<file path="config.mk">
export PLATFORM = sky130hd
export DESIGN_NAME = fetch_stage_param_flat
export DESIGN_NICKNAME = d
export VERILOG_FILES = /design/src/rtl/fetch_pkg.sv /design/src/rtl/fetch_stage_param_if.sv /design/src/rtl/fetch_pc_sel.sv /design/src/rtl/fetch_stage_param.sv /design/src/flat_wrapper.sv
export SDC_FILE = /design/constraint.sdc
export NUM_CORES = 1
export LEC_CHECK = 0
export CAP_MARGIN = 20
export CORE_ASPECT_RATIO = 1.5
export CORE_UTILIZATION = 37
export CTS_CLUSTER_DIAMETER = 120
export DETAILED_ROUTE_END_ITERATION = 16
export PLACE_DENSITY_LB_ADDON = 0.15
export RECOVER_POWER = 25
export SYNTH_ARGS = -nofsm -noshare
export SYNTH_HDL_FRONTEND = slang
export SYNTH_SLANG_ARGS = --single-unit
</file>
<file path="constraint.sdc">
create_clock -name clk -period 9.6 [get_ports clk]
set_input_delay 1.92 -clock clk [delete_from_list [all_inputs] [get_ports clk]]
set_output_delay 1.92 -clock clk [all_outputs]
set_load 0.03 [all_outputs]
</file>
<file path="src/rtl/fetch_pkg.sv">
// Shared types and defaults for the parametrised instruction-fetch stage.
package fetch_pkg;

    localparam int ADDR_W_DEF  = 9;
    localparam int INSTR_W_DEF = 33;
    localparam int CNT_W_DEF   = 16;

    // Bubble encoding presented to ID when no real instruction is held
    localparam logic [INSTR_W_DEF-1:0] NOP_DEF = '0;

    typedef enum logic {
        BOOT = 1'b0,
        RUN  = 1'b1
    } fetch_state_e;

    // IF/ID register layout at the default widths; the top builds the same
    // layout from its own parameters.
    typedef struct packed {
        logic [INSTR_W_DEF-1:0] instr;
        logic [ADDR_W_DEF-1:0]  pc;
        logic [ADDR_W_DEF-1:0]  pc_plus;
        logic                   valid;
    } ifid_t;

endpackage

</file>
<file path="src/rtl/fetch_stage_param_if.sv">
// Instruction-memory read port: fetch stage is master, memory is slave.
interface fetch_stage_param_if #(
    parameter int ADDR_W  = 9,
    parameter int INSTR_W = 33
);
    logic               imem_en;
    logic [ADDR_W-1:0]  imem_addr;
    logic [INSTR_W-1:0] imem_rdata;

    modport master (output imem_en, output imem_addr, input imem_rdata);
    modport slave  (input imem_en, input imem_addr, output imem_rdata);
endinterface

</file>
<file path="src/rtl/fetch_pc_sel.sv">
// Next-PC priority mux: return beats branch beats stall beats sequential.
module fetch_pc_sel #(
    parameter int ADDR_W  = 9,
    parameter int PC_STEP = 1
) (
    input  logic [ADDR_W-1:0] pc_f,
    input  logic              stall_eff,
    input  logic              pc_src_e,
    input  logic [ADDR_W-1:0] pc_target_e,
    input  logic              pc_return_sig_e,
    input  logic [ADDR_W-1:0] pc_return_e,
    output logic [ADDR_W-1:0] pc_plus,
    output logic [ADDR_W-1:0] pc_next
);

    // Sequential increment wraps naturally at the address width
    assign pc_plus = pc_f + ADDR_W'(PC_STEP);

    // Priority select of the next fetch address
    always_comb begin
        pc_next = pc_plus;
        if (pc_return_sig_e)
            pc_next = pc_return_e;
        else if (pc_src_e)
            pc_next = pc_target_e;
        else if (stall_eff)
            pc_next = pc_f;
    end

endmodule

</file>
<file path="src/rtl/fetch_stage_param.sv">
// IF stage with IF/ID pipeline register, boot bubble and fetch/stall counters.
//
//  state | meaning
//  ------+------------------------------------------------------------
//  BOOT  | first cycle after reset; imem output not yet valid, ID bubbled
//  RUN   | normal fetch; left only through rst
module fetch_stage_param
    import fetch_pkg::*;
#(
    parameter int                 ADDR_W    = ADDR_W_DEF,
    parameter int                 INSTR_W   = INSTR_W_DEF,
    parameter int                 PC_STEP   = 1,
    parameter int                 RESET_PC  = 0,
    parameter logic [INSTR_W-1:0] NOP_INSTR = '0,
    parameter int                 CNT_W     = CNT_W_DEF
) (
    input  logic                clk,
    input  logic                rst,
    input  logic                stall_f,
    input  logic                stall_d,
    input  logic                flush_d,
    input  logic                pc_src_e,
    input  logic [ADDR_W-1:0]   pc_target_e,
    input  logic                pc_return_sig_e,
    input  logic [ADDR_W-1:0]   pc_return_e,
    fetch_stage_param_if.master imem,
    output logic [INSTR_W-1:0]  instr_d,
    output logic [ADDR_W-1:0]   pc_d,
    output logic [ADDR_W-1:0]   pc_plus_d,
    output logic                valid_d,
    output logic [CNT_W-1:0]    fetch_cnt,
    output logic [CNT_W-1:0]    stall_cnt
);

    typedef struct packed {
        logic [INSTR_W-1:0] instr;
        logic [ADDR_W-1:0]  pc;
        logic [ADDR_W-1:0]  pc_plus;
        logic               valid;
    } ifid_reg_t;

    localparam logic [ADDR_W-1:0] RESET_ADDR = ADDR_W'(RESET_PC);

    fetch_state_e      state_q;
    fetch_state_e      state_d;
    logic [ADDR_W-1:0] pc_f;
    logic [ADDR_W-1:0] pc_plus_f;
    logic [ADDR_W-1:0] pc_sel_next;
    logic [ADDR_W-1:0] pc_fetch;
    logic              imem_en_c;
    logic              stall_eff;
    logic              redirect;
    logic              run;
    logic              load_valid;
    ifid_reg_t         ifid_q;

    assign stall_eff = stall_f | stall_d;
    assign redirect  = pc_return_sig_e | pc_src_e;
    assign run       = (state_q == RUN);
    // A real instruction enters ID only when nothing bubbles or holds it
    assign load_valid = run & ~redirect & ~flush_d & ~stall_d & ~stall_f;

    fetch_pc_sel #(
        .ADDR_W  (ADDR_W),
        .PC_STEP (PC_STEP)
    ) u_pc_sel (
        .pc_f            (pc_f),
        .stall_eff       (stall_eff),
        .pc_src_e        (pc_src_e),
        .pc_target_e     (pc_target_e),
        .pc_return_sig_e (pc_return_sig_e),
        .pc_return_e     (pc_return_e),
        .pc_plus         (pc_plus_f),
        .pc_next         (pc_sel_next)
    );

    // State register
    always_ff @(posedge clk or posedge rst) begin
        if (rst)
            state_q <= BOOT;
        else
            state_q <= state_d;
    end

    // Next state and fetch-address / enable outputs; BOOT pins fetch at RESET_PC
    always_comb begin
        state_d   = state_q;
        pc_fetch  = RESET_ADDR;
        imem_en_c = 1'b1;
        case (state_q)
            BOOT: state_d = RUN;
            RUN: begin
                pc_fetch  = pc_sel_next;
                imem_en_c = ~stall_eff | redirect;
            end
        endcase
    end

    assign imem.imem_en   = imem_en_c;
    assign imem.imem_addr = pc_fetch;

    // Fetch PC tracks the address presented to imem this cycle
    always_ff @(posedge clk or posedge rst) begin
        if (rst)
            pc_f <= RESET_ADDR;
        else
            pc_f <= pc_fetch;
    end

    // IF/ID register: bubble on boot/redirect/flush/stall_f, hold on stall_d
    always_ff @(posedge clk or posedge rst) begin
        if (rst) begin
            ifid_q.instr   <= NOP_INSTR;
            ifid_q.pc      <= '0;
            ifid_q.pc_plus <= '0;
            ifid_q.valid   <= 1'b0;
        end else if (!run || redirect || flush_d) begin
            ifid_q.instr <= NOP_INSTR;
            ifid_q.valid <= 1'b0;
        end else if (stall_d) begin
            ifid_q <= ifid_q;
        end else if (stall_f) begin
            ifid_q.instr <= NOP_INSTR;
            ifid_q.valid <= 1'b0;
        end else begin
            ifid_q.instr   <= imem.imem_rdata;
            ifid_q.pc      <= pc_f;
            ifid_q.pc_plus <= pc_plus_f;
            ifid_q.valid   <= 1'b1;
        end
    end

    assign instr_d   = ifid_q.instr;
    assign pc_d      = ifid_q.pc;
    assign pc_plus_d = ifid_q.pc_plus;
    assign valid_d   = ifid_q.valid;

    // Saturating count of real instructions delivered to ID
    always_ff @(posedge clk or posedge rst) begin
        if (rst)
            fetch_cnt <= '0;
        else if (load_valid && fetch_cnt != {CNT_W{1'b1}})
            fetch_cnt <= fetch_cnt + 1'b1;
    end

    // Saturating count of RUN cycles spent stalled
    always_ff @(posedge clk or posedge rst) begin
        if (rst)
            stall_cnt <= '0;
        else if (run && stall_eff && stall_cnt != {CNT_W{1'b1}})
            stall_cnt <= stall_cnt + 1'b1;
    end

endmodule
</file>
<file path="src/flat_wrapper.sv">
// flat-port wrapper written by rule: the top's interface ports become plain ports
module fetch_stage_param_flat import fetch_pkg::*;
#(
    parameter int                 ADDR_W    = ADDR_W_DEF,
    parameter int                 INSTR_W   = INSTR_W_DEF,
    parameter int                 PC_STEP   = 1,
    parameter int                 RESET_PC  = 0,
    parameter logic [INSTR_W-1:0] NOP_INSTR = '0,
    parameter int                 CNT_W     = CNT_W_DEF
)
  (clk, rst, stall_f, stall_d, flush_d, pc_src_e, pc_target_e, pc_return_sig_e, pc_return_e, instr_d, pc_d, pc_plus_d, valid_d, fetch_cnt, stall_cnt, imem_imem_en, imem_imem_addr, imem_imem_rdata);
  fetch_stage_param_if #(.ADDR_W(ADDR_W), .INSTR_W(INSTR_W)) imem_i ();
  input  logic clk;
  input  logic rst;
  input  logic stall_f;
  input  logic stall_d;
  input  logic flush_d;
  input  logic pc_src_e;
  input  logic [ADDR_W-1:0] pc_target_e;
  input  logic pc_return_sig_e;
  input  logic [ADDR_W-1:0] pc_return_e;
  output logic [INSTR_W-1:0] instr_d;
  output logic [ADDR_W-1:0] pc_d;
  output logic [ADDR_W-1:0] pc_plus_d;
  output logic valid_d;
  output logic [CNT_W-1:0] fetch_cnt;
  output logic [CNT_W-1:0] stall_cnt;
  output wire logic [$bits(imem_i.imem_en)-1:0] imem_imem_en;
  output wire logic [$bits(imem_i.imem_addr)-1:0] imem_imem_addr;
  input wire logic [$bits(imem_i.imem_rdata)-1:0] imem_imem_rdata;
  assign imem_imem_en = imem_i.imem_en;
  assign imem_imem_addr = imem_i.imem_addr;
  assign imem_i.imem_rdata = imem_imem_rdata;
  fetch_stage_param #(.ADDR_W(ADDR_W), .INSTR_W(INSTR_W), .PC_STEP(PC_STEP), .RESET_PC(RESET_PC), .NOP_INSTR(NOP_INSTR), .CNT_W(CNT_W)) u_core (.clk(clk), .rst(rst), .stall_f(stall_f), .stall_d(stall_d), .flush_d(flush_d), .pc_src_e(pc_src_e), .pc_target_e(pc_target_e), .pc_return_sig_e(pc_return_sig_e), .pc_return_e(pc_return_e), .imem(imem_i), .instr_d(instr_d), .pc_d(pc_d), .pc_plus_d(pc_plus_d), .valid_d(valid_d), .fetch_cnt(fetch_cnt), .stall_cnt(stall_cnt));
endmodule
</file>
# Word-level counts from Yosys, hierarchy flattened
# Index checks and enable logic that the tools add are counted.
[word_totals] ramBits=0 word_cells=45 in_bits=58 latch_bits=0 output_inout_bits=94 reg_bits=94 mem_bits_ro=0 memories=0
[classes] add_sub_neg=3 div_mod_pow=0 shift=0 n_eq_ne=3 muxes=11 order_cmp=0 bitwise=13 reduce_logical=7 mul=0
[ops] operator="$mux W33" count=2
[ops] operator="$mux W52" count=1
[ops] operator="$mux W9" count=4
[ops] operator="$add A16 B1 Y16 const B" count=2
[ops] operator="$ne A16 B16 Y1 const B" count=2
[ops] operator="$mux W18" count=1
[ops] operator="$add A9 B1 Y9 const B" count=1
[ops] operator="$not A1 Y1" count=6
[ops] operator="$and A1 B1 Y1" count=4
[ops] operator="$logic_and A1 B1 Y1" count=3
[ops] operator="$mux W1" count=3
[ops] operator="$or A1 B1 Y1" count=3
[ops] operator="$reduce_and A3 Y1" count=1
[ops] operator="$logic_or A1 B1 Y1" count=2
[ops] operator="$ne A2 B1 Y1 const B" count=1
[ops] operator="$logic_not A1 Y1" count=1

# Depth between registers and ports, before layout
# Gate-level depths: netlist (run 1).
[depth] word_depth=7 ltp_mapped=6 ltp_nobuf=5

# By module
# Synthesis (run 1) repeated with hierarchy kept, for this count alone.
[hier_totals] cells_unflattened=401 area_unflattened_um2=4281.6
[modules_own_cells] mod="fetch_stage_param" area_each_um2=3808.7 cells_each=329 seq_area_each_um2=2352.3 instances=1
[modules_own_cells] mod="fetch_pc_sel" area_each_um2=473.0 cells_each=72 seq_area_each_um2=0.0 instances=1

# Worst setup path before layout (run 1)
# No wires, ideal clock.
[synth_timing] path_kind="input-to-output" startpoint="input stall_f" endpoint="output imem_imem_addr[3]" stages=5 t_arrival_ns=3.379 required_ns=7.680 path_slack_ns=4.301 n_path_buf=1 path_cell_list="or2_1 > buf_6 > nor2_1 > xnor2_1 > a211oi_1"
[synth_via] elab_chain_len=5
[synth_lines] item="start: declaration" line_no="flat_wrapper.sv:15" text="input logic stall_f;"
[synth_lines] item="$or A1 B1 Y1" line_no="fetch_stage_param.sv:57" text="assign stall_eff = stall_f | stall_d;"
[synth_lines] item="$mux W9" line_no="fetch_pc_sel.sv:26" text="else if (stall_eff)"
[synth_lines] item="$mux W9" line_no="fetch_pc_sel.sv:24" text="else if (pc_src_e)"
[synth_lines] item="$mux W9" line_no="fetch_pc_sel.sv:22" text="if (pc_return_sig_e)"
[synth_lines] item="$mux W9" line_no="fetch_stage_param.sv:90" text="case (state_q)"
[synth_lines] item="end: declaration" line_no="flat_wrapper.sv:29" text="output wire logic [$bits(imem_i.imem_addr)-1:0] imem_imem_addr;"
# No other way between the ends.

# Worst setup path in the final report (run 1)
[layout_timing] startpoint="input stall_d" endpoint="output imem_imem_addr[7]"
[layout_via] elab_chain_len=5
[layout_lines] item="start: declaration" line_no="flat_wrapper.sv:16" text="input logic stall_d;"
[layout_lines] item="$or A1 B1 Y1" line_no="fetch_stage_param.sv:57"
[layout_lines] item="$mux W9" line_no="fetch_pc_sel.sv:26"
[layout_lines] item="$mux W9" line_no="fetch_pc_sel.sv:24"
[layout_lines] item="$mux W9" line_no="fetch_pc_sel.sv:22"
[layout_lines] item="$mux W9" line_no="fetch_stage_param.sv:90"
# No other way between the ends.

==> results.toml, run 1 <==
[floorplan]
initial_core_util = 0.384
die_y_um = 134
fp.coreArea_um2 = 11200
die_w_um = 89.9
rows = 47
io_pins = 152
die-area_um2 = 12000

[logic_synthesis]
synth_area_leaders = "dfrtp_1 55%, a22o_1 6.7%, nand2_1 5.6%, xnor2_1 4.5%, xor2_1 4.3%"
netlist_area_um2 = 4290
synthFlopType = "dfrtp_1"
yosysWarnings = 0
synth_top_area_frac = 0.548
syn-num-nets = 447
yosysUniqueCellTypes = 51
synthTopCellsByCount = "94 x dfrtp_1, 64 x nand2_1, 33 x a22o_1"
synth_edf_count = 0
synthCells = 386
async_reset_ff_frac = 1.00
ys_seq_area_frac = 0.548
avgSynthCellArea_um2 = 11.1
post-synth-top-count-cell = "dfrtp_1"
ys_ff_latch = 94
yosys.area.top_type = "dfrtp_1"

[run_status]
outcome = "finished, violations left"
violations = "capacitance limit, slew limit"

[global_routing]
antenna_found_initial = 0
grt_pass1_vias = 3556
grt_max_degree = 57
globalRoute.totalOverflow = 0
grt_pass1_wl_mm = 18.1
grt_use_total = 0.189

[min_path]
min_path_type = "reg2reg"

[timing]
worstMarginPinSlew_ns = 3.02
setup_tns_ns = 0
holdWs_ns = 0.475
fin_crit_ns = 6.38
slew_viol_final = 97
setup_slack_ns = 3.22
hold_viol = 0
rsz0062_at_grt = "no"
setup_viol = 0
max_freq_mhz = 157
maxSlewHeadroom = -1.01
skew_ns = 0.00693
finalCritPeriodShare = 0.665

[cts]
post_cts_buffers = 0
cts_resized = 0
cts_tree = "built"
htreeDepth = 3
clock-sinks = 94
cts_buffer_depth = 2
clock_latency_ns = 0.33
cts_hold_buffers = 0
clk_pin_slew_ns = 0.06
clock-root-buffer = "clkbuf_16"
cts_buffers = 9

[detailed_routing]
wl_met3_um = 632
top_layer_used = "met4"
wirelength_mm = 10.8
drt-met1-wl_mm = 4.64
vias = 3510
drc = 0
postRouteAntennaNets = 0
wl_per_cell_um = 15.7
first_pass_iters = 4
drt_first_iter_violations = 131
dr_wl_met2_mm = 5.34
viasPerCell = 5.12

[critical_path]
path_class = "in2out"
crit_required_ns = 7.68
cp.arrival_ns = 4.46
end_kind = "primary output"
crit_path_start_kind = "input port"
worst-path-max-fanout = 11

[place]
portBuffers = 151
dpl.cell_count = 670
hpwl_mm = 7.80
gp_congestion = 0.835
post-place-ws_ns = 3.30

[run]
drv_cap = 2

[power]
ir_drop_uv = 104
p_per_area_nw_per_um2 = 170
p_leak_nw = 2.72

[final_layout]
instances_no_fill = 686
drive_gt1_frac = 0.0668
diodes = 0
syn_to_final_growth_pct = 45.5
nets = 597
final_core_util = 0.559
-- sequential cells by signal, indices dropped and copies added (netlist names) --
register and count:
u_core.fetch_cnt 16, u_core.instr_d 33, u_core.pc_d 9, u_core.pc_f 9, u_core.pc_plus_d 9, u_core.run 1
u_core.stall_cnt 16, u_core.valid_d 1
-- report_power, final --
| part | switching, mW | total (mW) | internal (mW) |
|---|---|---|---|
| registers | 0.0335 | 0.462 | 0.429 |
| logic | 0.129 | 0.230 | 0.101 |
| clock network | 0.141 | 0.372 | 0.232 |
-- worst paths after layout --
kind | start | end | slack, ns | depth (start not counted)
max | stall_d | imem_imem_addr[7] | 3.22 | 6
min | u_core.pc_d[4] | u_core.pc_d[4] | 0.47 | 2
max reg2reg | u_core.run | u_core.fetch_cnt[1] | 7.19 | 4
min reg2reg | u_core.pc_d[4] | u_core.pc_d[4] | 0.47 | 2
max in group asynchronous | rst | u_core.fetch_cnt[11] | 3.71 | 3
min in group asynchronous | rst | u_core.valid_d | 2.43 | 2
-- cells in the final DEF (no fill, tap or decap), drive strengths merged, types with 2 or more instances in the layout --
cell type        n
a21oi           12
a2111oi          2
nand2           64
clkdlybuf4s50  133
a22oi            2
and2             4
nor3b            2
clkbuf          11
nor3            11
and3             2
o22ai            4
buf              3
ha               3
or4              3
nor4b            2
o31ai            2
and4             4
o211ai           2
inv              6
nand4           13
a21boi           2
a211oi           8
dfrtp           94
nor4             5
dlygate4sd3     18
bufinv           2
nor2            13
nand2b           2
a22o            33
mux2             3
nand3           10
clkinvlp         2
o21ai           11
xnor2           22
xor2            21
-- logic make-up (layout without fill, tap and decap cells) --
logic type,Yosys count,count (layout),share of synthesized area
other,1,1,0.000874
AND/OR/NAND/NOR,138,138,0.173
AO/OA/AOI/OAI,81,81,0.146
XOR/XNOR,43,43,0.0878
multiplexers,3,3,0.00787
buffers and inverters,23,176,0.0268
adder cells (fa/ha/maj),3,3,0.00875
flip-flops,94,94,0.548
-- per-stage QoR --
stage / instance area, um2 / total power, mW
floorplan: 4290 / 0.590
global placement: 5920 / 0.700
detailed placement: 5920 / 0.704
CTS: 6230 / 1.08
global route: 6240 / 1.11
finish: 6240 / 1.06
-- per-layer routing --
layer  GRT usage  vias up
li1            -     1687
met1       0.241     1681
met2       0.318      130
met3      0.0351       12
met4      0.0735        0
met5           0        -
-- critical path, cell delays in order --
cell and delay, ns:
dlygate4sd3_1 0.61, or2_1 0.46, nor4_2 0.37, xnor2_1 0.11, a211oi_2 0.28, clkdlybuf4s50_1 0.71
-- layout make-up --
class | count | area, um2
timing repair buffer | 155 | 1560
multi-input combinational | 269 | 1810
clock inverter | 4 | 72.6
inverter | 7 | 27.5
sequential | 94 | 2350
fill | 1008 | 4930
clock buffer | 10 | 239
tap | 147 | 184
(Power assumes the default switching activity.)
==> run 2: changes to the inputs <==
Clock period 9.6 ns to 5.3 ns, I/O delays scaled along.
==> results.toml, run 2 (synthesis gave the netlist of run 1 again) <==
[timing]
rsz0062_at_grt = "no"
setup_tns_ns = 0
holdWs_ns = 0.476
slew_viol_final = 56
fin_crit_ns = 4.69
maxSlewHeadroom = -0.617
max_freq_mhz = 213
worstMarginPinSlew_ns = 2.41
setup_slack_ns = 0.612
hold_viol = 0
finalCritPeriodShare = 0.885
skew_ns = 0.00503
setup_viol = 0

[detailed_routing]
drc = 0
drt_first_iter_violations = 114
wl_met3_um = 649
dr_wl_met2_mm = 5.33
wirelength_mm = 10.8
drt-met1-wl_mm = 4.68
top_layer_used = "met4"
vias = 3519
first_pass_iters = 5
wl_per_cell_um = 15.8
viasPerCell = 5.11
postRouteAntennaNets = 0

[min_path]
hold_depth = 2
holdPathEnd = "u_core.pc_d[6]"
min_path_type = "reg2reg"
hp-start = "u_core.pc_d[6]"

[cts]
clock-sinks = 94
cts_buffers = 9
clk_pin_slew_ns = 0.07
cts_hold_buffers = 0
cts_buffer_depth = 2
htreeDepth = 3
clock-root-buffer = "clkbuf_16"
clock_latency_ns = 0.33
cts_tree = "built"
post_cts_buffers = 0
cts_resized = 0

[power]
power_mw = 1.85
p_leak_nw = 2.64
p_per_area_nw_per_um2 = 299
ir_drop_uv = 177

[run_status]
outcome = "finished, violations left"
violations = "capacitance limit, slew limit"

[critical_path]
crit_path_start_kind = "input port"
path_class = "in2out"
r2r_slack_ns = 2.86
end_kind = "primary output"
reg2reg_to = "u_core.fetch_cnt[1]"
cp.arrival_ns = 3.63
reg2regPathDepth = 4
timing.rr.start = "u_core.run"
worst-path-max-fanout = 11
crit_required_ns = 4.24

[floorplan]
die_w_um = 89.9
rows = 47
initial_core_util = 0.384
fp.coreArea_um2 = 11200
die-area_um2 = 12000
io_pins = 152
die_y_um = 134

[final_layout]
final_cell_mix = "149 x clkdlybuf4s50_1, 94 x dfrtp_1, 64 x nand2_1"
largest_reg_flops = 33
drive_gt1_frac = 0.0702
layout_commonest_cell = "clkdlybuf4s50_1"
diodes = 0
syn_to_final_growth_pct = 44.3
nets = 597

[place]
gp_congestion = 0.843
hpwl_mm = 7.82
post-place-ws_ns = 0.722
portBuffers = 151

[global_routing]
antenna_found_initial = 0
globalRoute.totalOverflow = 0
grt_pass1_vias = 3493
grt_pass1_wl_mm = 17.9
grt_use_total = 0.186
grt_max_degree = 56

[run]
drv_cap = 1
-- run 2: changes by cell type in the layout (fill, tap and decap cells not counted), sizes merged --
| cell | previous run | this run |
|---|---|---|
| clkdlybuf4s50 | 133 | 149 |
| bufinv | 2 | 0 |
| inv | 6 | 7 |
| dlygate4sd3 | 18 | 2 |
| clkinv | 1 | 4 |
-- run 2: how the worst max path moves through the flow --
| stage | end | slack (ns) | startpoint | depth (start not counted) |
|---|---|---|---|---|
| after floorplan | imem_imem_addr[3] | 1.72 | stall_f | 5 |
| after global placement | imem_imem_addr[7] | 0.75 | stall_f | 6 |
| after detailed placement | imem_imem_addr[7] | 0.72 | stall_f | 6 |
| after CTS | imem_imem_addr[4] | 0.71 | stall_d | 6 |
| after global routing | imem_imem_addr[7] | 0.52 | stall_f | 6 |
| final | imem_imem_addr[7] | 0.61 | stall_f | 6 |
-- run 2: report_power, final --
part           switching, mW  leakage, nW  internal, mW  total (mW)
combinational          0.236         1.24         0.184       0.420
clock                  0.271        0.133         0.321       0.592
sequential            0.0599         1.27         0.776       0.836
total                  0.567         2.64          1.28        1.85
-- run 2: cell type report --
class                           instances  area, um2
Fill cell                            1000       4980
Clock inverter                          6       47.5
Multi-Input combinational cell        269       1810
Inverter                                7       27.5
Sequential cell                        94       2350
Tap cell                              147        184
Clock buffer                           10        229
Timing Repair Buffer                  155       1540
-- run 2: stage by stage --
stage                     std cells  area [um2]   util
after global routing            688        6190  0.554
after CTS                       687        6200  0.555
final                           688        6190  0.554
after global placement          671        5920  0.530
after detailed placement        671        5920  0.530
after floorplan                 386        4290      -
-- run 2: critical path, stage by stage --
cell,delay [ns]
dlygate4sd3_1,0.60
or2_1,0.48
nor4_2,0.38
xnor2_1,0.11
a211oi_2,0.28
clkdlybuf4s50_1,0.72
-- run 2: layer usage --
layer / vias up / GRT usage
li1: 1689 / -
met1: 1681 / 0.237
met2: 137 / 0.309
met3: 12 / 0.0402
met4: 0 / 0.0744
met5: - / 0
